--- config.mk ---
export PLATFORM = sky130hd
export DESIGN_NAME = opb_register_bank
export DESIGN_NICKNAME = d
export VERILOG_FILES = /design/src/rtl/opb_regbank_pkg.sv /design/src/rtl/opb_slave_fsm.sv /design/src/rtl/opb_register_bank.sv
export SDC_FILE = /design/constraint.sdc
export NUM_CORES = 1
export LEC_CHECK = 0
export CAP_MARGIN = 25
export CORE_MARGIN = 5
export CORE_UTILIZATION = 45
export DETAILED_ROUTE_END_ITERATION = 10
export GPL_ROUTABILITY_DRIVEN = 0
export PLACE_DENSITY = 0.83
export SLEW_MARGIN = 20
export SYNTH_ARGS = -nofsm -noshare
export SYNTH_HDL_FRONTEND = slang
export SYNTH_SLANG_ARGS = --single-unit
--- constraint.sdc ---
create_clock -name OPB_Clk -period 3.08 [get_ports OPB_Clk]
set_clock_uncertainty 0.05 [all_clocks]
set_input_delay 0.616 -clock OPB_Clk [delete_from_list [all_inputs] [get_ports OPB_Clk]]
set_output_delay 0.616 -clock OPB_Clk [all_outputs]
set_load 0.02 [all_outputs]
--- src/rtl/opb_regbank_pkg.sv ---
// Shared definitions for the OPB register bank: the ack FSM state type,
// the byte-address-to-register-index mapping and the byte-lane geometry.
package opb_regbank_pkg;

   // Ack sequencer states
   typedef enum logic [1:0] {
      ST_IDLE = 2'd0,
      ST_ACK  = 2'd1,
      ST_WAIT = 2'd2
   } fsm_state_t;

   // Byte-lane geometry: lane k (OPB_BE[k], DBus[8k:8k+7]) lands in
   // register bits [WORD_MSB-LANE_W*k -: LANE_W]
   localparam int LANE_W    = 8;
   localparam int NUM_LANES = 4;
   localparam int WORD_MSB  = 31;

   function automatic int lane_msb(input int lane);
      return WORD_MSB - LANE_W * lane;
   endfunction

   // Word index of a byte address within the slave window
   function automatic logic [31:0] addr_to_index(input logic [31:0] addr,
                                                 input logic [31:0] base);
      return (addr - base) >> 2;
   endfunction

endpackage

--- src/rtl/opb_slave_fsm.sv ---
// OPB slave front end: registers the bus request, decodes the window and the
// register index, runs the IDLE/ACK/WAIT ack sequencer and drives Sl_* data.
// Bus inputs are captured while idle, so the ack lands two cycles after the
// select is first sampled.
module opb_slave_fsm
   import opb_regbank_pkg::*;
#(
   parameter logic [31:0] C_BASEADDR = 32'h01014000,
   parameter logic [31:0] C_HIGHADDR = 32'h010140FF,
   parameter int          C_NUM_IDX  = 4
) (
   input  logic                 clk,
   input  logic                 srst,
   input  logic [31:0]          abus,
   input  logic [NUM_LANES-1:0] be_lanes,
   input  logic [31:0]          wdata,
   input  logic                 rnw,
   input  logic                 select,
   input  logic [31:0]          rd_word,
   output logic [31:0]          idx,
   output logic [NUM_LANES-1:0] wr_lanes,
   output logic [31:0]          wr_data,
   output logic                 wr_en,
   output logic                 xfer_ack,
   output logic                 err_ack,
   output logic [31:0]          sl_dbus
);

   fsm_state_t           state_reg, state_next;
   logic                 sel_reg;
   logic                 rnw_reg;
   logic [31:0]          addr_reg;
   logic [31:0]          wdata_reg;
   logic [NUM_LANES-1:0] be_reg;
   logic                 hit;
   logic                 idx_err;

   assign hit      = sel_reg && (addr_reg >= C_BASEADDR) && (addr_reg <= C_HIGHADDR);
   assign idx      = addr_to_index(addr_reg, C_BASEADDR);
   assign idx_err  = (idx >= 32'(C_NUM_IDX));
   assign wr_lanes = be_reg;
   assign wr_data  = wdata_reg;

   // State register plus request capture; the request is frozen once a transfer starts
   always_ff @(posedge clk) begin
      if (srst) begin
         state_reg <= ST_IDLE;
         sel_reg   <= 1'b0;
         rnw_reg   <= 1'b0;
         addr_reg  <= '0;
         wdata_reg <= '0;
         be_reg    <= '0;
      end else begin
         state_reg <= state_next;
         sel_reg   <= select;
         if (state_reg == ST_IDLE) begin
            rnw_reg   <= rnw;
            addr_reg  <= abus;
            wdata_reg <= wdata;
            be_reg    <= be_lanes;
         end
      end
   end

   // Next-state: one ack per hit, then hold off until the master drops select
   always_comb begin
      state_next = state_reg;
      case (state_reg)
         ST_IDLE: if (hit) state_next = ST_ACK;
         ST_ACK:  state_next = ST_WAIT;
         ST_WAIT: if (!select) state_next = ST_IDLE;
         default: state_next = ST_IDLE;
      endcase
   end

   // Outputs: everything is qualified by the ACK state so the data bus stays 0 otherwise
   always_comb begin
      xfer_ack = 1'b0;
      err_ack  = 1'b0;
      wr_en    = 1'b0;
      sl_dbus  = '0;
      if (state_reg == ST_ACK) begin
         xfer_ack = 1'b1;
         err_ack  = idx_err;
         wr_en    = !rnw_reg && !idx_err;
         if (rnw_reg && !idx_err) sl_dbus = rd_word;
      end
   end

endmodule

--- src/rtl/opb_register_bank.sv ---
// OPB register bank: C_NUM_REGS 32-bit software registers behind an OPB slave
// window, with byte-lane writes and per-register write strobes.
// Optional macro OPB_REGBANK_SHADOW_EN: bus writes land in staging registers
// and a write to index C_NUM_REGS commits all of them to user_data_out at once.
module opb_register_bank
   import opb_regbank_pkg::*;
#(
   parameter logic [31:0] C_BASEADDR   = 32'h01014000,
   parameter logic [31:0] C_HIGHADDR   = 32'h010140FF,
   parameter int          C_OPB_AWIDTH = 32,
   parameter int          C_OPB_DWIDTH = 32,
   parameter int          C_NUM_REGS   = 4,
   parameter string       C_FAMILY     = "virtex5"
) (
   input  logic                     OPB_Clk,
   input  logic                     OPB_Rst,
   input  logic [0:C_OPB_AWIDTH-1]  OPB_ABus,
   input  logic [0:3]               OPB_BE,
   input  logic [0:31]              OPB_DBus,
   input  logic                     OPB_RNW,
   input  logic                     OPB_select,
   input  logic                     OPB_seqAddr,
   output logic [0:31]              Sl_DBus,
   output logic                     Sl_xferAck,
   output logic                     Sl_errAck,
   output logic                     Sl_retry,
   output logic                     Sl_toutSup,
   output logic [C_NUM_REGS*32-1:0] user_data_out,
   output logic [C_NUM_REGS-1:0]    user_wr_strobe
);

`ifdef OPB_REGBANK_SHADOW_EN
   localparam int NUM_IDX = C_NUM_REGS + 1;
`else
   localparam int NUM_IDX = C_NUM_REGS;
`endif

   logic [31:0]           abus;
   logic [31:0]           wdata;
   logic [NUM_LANES-1:0]  be_lanes;
   logic [31:0]           idx;
   logic [NUM_LANES-1:0]  wr_lanes;
   logic [31:0]           wr_data;
   logic                  wr_en;
   logic [31:0]           rd_word;
   logic [31:0]           sl_dbus;
   logic [31:0]           bus_regs [C_NUM_REGS];
   logic [C_NUM_REGS-1:0] strobe_reg;
   logic                  unused_inputs;

   // seqAddr is only a hint; accesses are handled one at a time
   assign unused_inputs = OPB_seqAddr;

   assign abus  = 32'(OPB_ABus);
   assign wdata = OPB_DBus;

   for (genvar gi = 0; gi < NUM_LANES; gi++) begin : g_lane
      assign be_lanes[gi] = OPB_BE[gi];
   end

   opb_slave_fsm #(
      .C_BASEADDR (C_BASEADDR),
      .C_HIGHADDR (C_HIGHADDR),
      .C_NUM_IDX  (NUM_IDX)
   ) u_fsm (
      .clk      (OPB_Clk),
      .srst     (OPB_Rst),
      .abus     (abus),
      .be_lanes (be_lanes),
      .wdata    (wdata),
      .rnw      (OPB_RNW),
      .select   (OPB_select),
      .rd_word  (rd_word),
      .idx      (idx),
      .wr_lanes (wr_lanes),
      .wr_data  (wr_data),
      .wr_en    (wr_en),
      .xfer_ack (Sl_xferAck),
      .err_ack  (Sl_errAck),
      .sl_dbus  (sl_dbus)
   );

   assign Sl_DBus    = sl_dbus;
   assign Sl_retry   = 1'b0;
   assign Sl_toutSup = 1'b0;

   // Read mux over the bus-visible registers; the commit slot reads as 0
   always_comb begin
      rd_word = '0;
      for (int i = 0; i < C_NUM_REGS; i++) begin
         if (idx == 32'(i)) rd_word = bus_regs[i];
      end
   end

`ifdef OPB_REGBANK_SHADOW_EN
   logic        commit;
   logic [31:0] out_regs [C_NUM_REGS];

   assign commit = wr_en && (idx == 32'(C_NUM_REGS));

   // Commit copies every staging register in the same edge
   always_ff @(posedge OPB_Clk) begin
      if (OPB_Rst) begin
         for (int i = 0; i < C_NUM_REGS; i++) out_regs[i] <= '0;
      end else if (commit) begin
         for (int i = 0; i < C_NUM_REGS; i++) out_regs[i] <= bus_regs[i];
      end
   end
`endif

   // Byte-lane register writes and write strobes; reset wins over a write in flight
   always_ff @(posedge OPB_Clk) begin
      if (OPB_Rst) begin
         for (int i = 0; i < C_NUM_REGS; i++) bus_regs[i] <= '0;
         strobe_reg <= '0;
      end else begin
         strobe_reg <= '0;
         for (int i = 0; i < C_NUM_REGS; i++) begin
            if (wr_en && (idx == 32'(i))) begin
               for (int k = 0; k < NUM_LANES; k++) begin
                  if (wr_lanes[k])
                     bus_regs[i][lane_msb(k) -: LANE_W] <= wr_data[lane_msb(k) -: LANE_W];
               end
`ifndef OPB_REGBANK_SHADOW_EN
               strobe_reg[i] <= 1'b1;
`endif
            end
         end
`ifdef OPB_REGBANK_SHADOW_EN
         if (commit) strobe_reg <= '1;
`endif
      end
   end

   assign user_wr_strobe = strobe_reg;

   for (genvar gi = 0; gi < C_NUM_REGS; gi++) begin : g_out
`ifdef OPB_REGBANK_SHADOW_EN
      assign user_data_out[32*gi +: 32] = out_regs[gi];
`else
      assign user_data_out[32*gi +: 32] = bus_regs[gi];
`endif
   end

endmodule
# [Word level (Yosys, flattened, before mapping)]
# Memories as Yosys holds them, arrays and structs flattened.
# Cells that the tools add are included.
[word_totals] ff_bits=76 out_inout_bits=168 mem_count=1 ramBits=128 input_bits=73 elab_cells=134
[mem_list] memory="bus_regs" words=4 width=32 rd=4 rd_clocked_by_memory_dff=0 write_ports=4 line_no="opb_register_bank.sv:47" rtl="logic [31:0] bus_regs [C_NUM_REGS];"
[classes] magnitude_cmp=3 addsub=1 eq_ne=7 bitwise_logic=16 reduce_logical=13 muxes=86
[ops] operator="$mux W32" count=6
[ops] operator="$mux W8" count=16
[ops] operator="$mux W1" count=61
[ops] operator="$eq A30 B2 Y1 const B" count=2
[ops] operator="$ge A32 B25 Y1 const B" count=1
[ops] operator="$le A32 B25 Y1 const B" count=1
[ops] operator="$logic_not A32 Y1" count=1
[ops] operator="$sub A32 B25 Y32 const B" count=1
[ops] operator="$eq A30 B1 Y1 const B" count=1
[ops] operator="$ge A30 B3 Y1 const B" count=1
[ops] operator="$or A1 B1 Y1" count=16
[ops] operator="$logic_and A1 B1 Y1" count=8
[ops] operator="$pmux W2 S3" count=1
[ops] operator="$mux W2" count=2
[ops] operator="$eq A2 B1 Y1 const B" count=1
[ops] operator="$eq A2 B2 Y1 const B" count=1
[ops] operator="$logic_not A1 Y1" count=2
[ops] operator="$logic_not A2 Y1" count=1
[ops] operator="$ne A2 B1 Y1 const B" count=1
[ops] operator="$ne A2 B2 Y1 const B" count=1
[ops] operator="$reduce_and A2 Y1" count=1

# [Longest topological paths before layout]
[logic_depth] depth_word=10 mapped_depth=7

# [Modules after synthesis]
# A second synthesis with hierarchy kept.
[unflattened] hier_cells=815 area_unflattened_um2=9855.7
[by_module_without_submodules] module="opb_register_bank" cells_each=455 area_per_inst_um2=6297.3 seq_area_each_um2=3923.8 n_inst=1
[by_module_without_submodules] module="opb_slave_fsm" cells_each=360 area_per_inst_um2=3558.4 seq_area_each_um2=1441.4 n_inst=1

# [Least setup slack after synthesis]
# OpenSTA, ideal clock, no wires.
[synth_timing] path_kind="register to output" from="register u_fsm.state_reg[0]" to="output Sl_DBus[10] in the netlist's numbering" path_slack_ns=0.224 arrival_ns=2.190 required_time_ns=2.414 stages_incl_launch_ff=6 path_cell_list="dfxtp_1 > nor2b_1 > and4b_1 > nand4_1 > clkbuf_1 > nor4_1"
[synth_via] elab_chain_len=2
[synth_lines] item="from (decl)" line_no="opb_slave_fsm.sv:29" rtl="fsm_state_t state_reg, state_next;"
[synth_lines] item="from (signal assigned)" line_no="opb_slave_fsm.sv:54" rtl="state_reg <= state_next;"
[synth_lines] item="$eq A2 B1 Y1" line_no="opb_slave_fsm.sv:82" rtl="if (state_reg == ST_ACK) begin"
[synth_lines] item="$mux W32" line_no="opb_slave_fsm.sv:82"
[synth_lines] item="to (decl)" line_no="opb_register_bank.sv:23" rtl="output logic [0:31] Sl_DBus,"
# Every way passes these cells.

# [Worst setup path after layout]
[layout_timing] from="register u_fsm.addr_reg[30]" to="output Sl_DBus[16] in the netlist's numbering"
[layout_via] elab_chain_len=8 elab_cells_between_ends=14 cone_classes="add/sub (1); order compare (1); eq/ne (3); mux (6); reduce/logical (3)"
[layout_lines] item="from (decl)" line_no="opb_slave_fsm.sv:32" rtl="logic [31:0] addr_reg;"
[layout_lines] item="from (signal assigned)" line_no="opb_slave_fsm.sv:58" rtl="addr_reg <= abus;"
[layout_lines] item="$sub A32 B25 Y32 *" line_no="opb_regbank_pkg.sv:25" rtl="return (addr - base) >> 2;"
[layout_lines] item="branches (longest 5 deep; another with $ge A30 B3 Y1)"
[layout_lines] item="$mux W32 *" line_no="opb_slave_fsm.sv:86" rtl="if (rnw_reg && !idx_err) sl_dbus = rd_word;"
[layout_lines] item="$mux W32 *" line_no="opb_slave_fsm.sv:82"
# Mark *: on every way between the ends.

==> impl_metrics.json <==
{
  "grt_max_degree": 47,
  "mostFrequentLayoutCells": "202 x clkdlybuf4s50_1, 134 x nor3_1, 128 x edfxtp_1",
  "critical_path_class": "reg -> out",
  "synth.distinct_cells": 40,
  "post-synth-top-area-cell": "edfxtp_1",
  "synthFlopType": "edfxtp_1",
  "p_per_area_mw_per_mm2": 465.4,
  "dp_hpwl_mm": 20.44,
  "synth_area_mm2": 0.009135,
  "finalNetCount": 1137,
  "period_share_pct": 104.4,
  "ys_ff_latch": 202,
  "area_delta_synth_final_pct": 47.65,
  "slew_violations": 0,
  "grt_pass1_vias": 7871,
  "worst_pin_slew_ps": 575.4,
  "drt_wl_total_mm": 31.00,
  "n_antenna_cell": 0,
  "drt_first_pass_iters": 5,
  "track_usage_pct": 24.15,
  "clkLatencyLatePin_ps": 500,
  "portBuffers": 235,
  "drc_errors": 0,
  "p_total_mw": 6.278,
  "drive_above_1_share_pct": 26.32,
  "async_reset_ff_share_pct": 0,
  "htreeDepth": 1,
  "setup_ws_ps": -134.2,
  "synthCells": 792,
  "largest_reg_flops": 128,
  "timing_hold_violations_final": 0,
  "cp_max_fo": 8,
  "die_height_um": 152.5,
  "initial_core_util_pct": 45.44,
  "slew_headroom_pct": 61.64,
  "die_x_um": 152.5,
  "drtAntennaViolNets": 0,
  "ios": 241,
  "peakVddDrop_mv": 0.3233,
  "rows": 52,
  "outcome": "finished, violations left",
  "grt_pass1_wl_mm": 45.28,
  "yosysSeqAreaShare_pct": 58.29,
  "dr_total_vias": 8202,
  "cp.arrival_ps": 2550,
  "clock-sinks": 202,
  "period_minus_slack_ps": 3214,
  "cts_tree": "built",
  "fp.coreArea_mm2": 0.02010,
  "ys_warn_count": 0,
  "max-cap-violations": 0,
  "setup.worst_path.start_class": "register",
  "crit_required_ps": 2410,
  "min_path_type": "reg -> reg",
  "holdBufCountCts": 0,
  "synth_edf_count": 128,
  "fin_cells": 1349,
  "post-place-cells": 1291,
  "grt_setup_unrepaired": "yes",
  "fin_area_mm2": 0.01349,
  "placed_area_mm2": 0.01210,
  "utilization_pct": 67.09,
  "wl_per_cell_um": 22.98,
  "viasPerCell": 6.080,
  "cts_root_buf": "clkbuf_16",
  "p_leak_nw": 4.637,
  "final_common_cell": "clkdlybuf4s50_1",
  "syn_area_per_cell_um2": 11.53,
  "violations": "negative setup slack",
  "clkTransAtPathRegs_ps": 60,
  "ys_top_cells_by_area": "edfxtp_1 42%, dfxtp_1 16%, nor3_1 7.5%",
  "clk_path_buf_depth": 3,
  "max_freq_mhz": 311.1,
  "cp-end-kind": "output pin",
  "drt_iter0_markers": 633,
  "die_area_mm2": 0.02325,
  "yosysTopAreaCellShare_pct": 42.08,
  "antenna_found_initial": 2,
  "setup_viol": 19,
  "numCtsBuffers": 21,
  "grt_overflow": 0
}
[power breakdown]
part | internal, mW | switching, mW
clock | 1.46 | 1.01
sequential | 2.96 | 0.0801
combinational | 0.349 | 0.424
total | 4.77 | 1.51
[Yosys cell counts (all sizes together) (3+ instances only)]
library cell / n
and3: 4
nand4: 34
nor3b: 3
nand2: 54
nand3: 16
o22ai: 32
nor2b: 6
o21ai: 3
nor2: 11
a22o: 67
edfxtp: 128
clkbuf: 58
mux2: 32
dfxtp: 74
o41ai: 16
nor3: 148
buf: 34
nor4: 53
[layout make-up]
| cell class | count | area, µm² |
|---|---|---|
| inverter | 1 | 3.754 |
| timing repair buffer | 339 | 3256 |
| fill | 1393 | 6616 |
| multi-input combinational | 499 | 3896 |
| tap | 270 | 337.8 |
| clock inverter | 8 | 93.84 |
| sequential | 202 | 5331 |
| clock buffer | 30 | 569.3 |
[timing repair]
| item | 4_1_cts | 5_1_grt |
|---|---|---|
| gates cloned | 1 | 5 |
| resized for setup | 225 | 60 |
| pin swaps | 16 | 19 |
| setup buffers | 5 | 9 |
| endpoints found under the setup margin | 33 | 32 |
[cells by family after synthesis]
group / count (synthesis) / synth area share, %
AND/OR/NAND/NOR: 340 / 20.31
AO/OA/AOI/OAI: 124 / 12.19
multiplexers: 32 / 3.945
flip-flops: 202 / 58.29
other: 1 / 0.04105
buffers and inverters: 93 / 5.218
[worst max-delay path: stages, from the launching register on]
cell and delay (ps):
dfxtp_1 310, or4b_4 550, a31oi_4 230, and3b_2 320, buf_12 180, nor4_4 280
buf_4 190
[path summary, 6_finish.rpt]
kind / from / endpoint / slack, ps / cells past startpoint
setup reg to reg: u_fsm.addr_reg[30] / bus_regs[2][31] / 220 / 8
setup / recovery: u_fsm.addr_reg[30] / Sl_DBus[16] / -130 / 6
hold reg to reg: u_fsm.wr_data[29] / u_fsm.wr_data[29] / 430 / 1
hold / removal: u_fsm.wr_data[29] / u_fsm.wr_data[29] / 430 / 1
[layer usage]
layer / track usage (%) / part of all wire (%)
met2: 41.77 / 50
met4: 7.425 / 2.8
met1: 30.27 / 38
met3: 5.567 / 9.5
met5: 0 / 0.035
[through the flow]
step | TNS [ps] | setup slack, ps | hold slack, ps
2_1_floorplan | 0 | 223.9 | 384.8
3_3_place_gp | -4.503 | -4.503 | 411.4
3_5_place_dp | -210.7 | -75.43 | 415.8
4_1_cts | -1538 | -110.3 | 431.2
5_1_grt | -3093 | -163.4 | 440.2
6_report | -1375 | -134.2 | 428.5
Power figures use the tool's default switching activity.
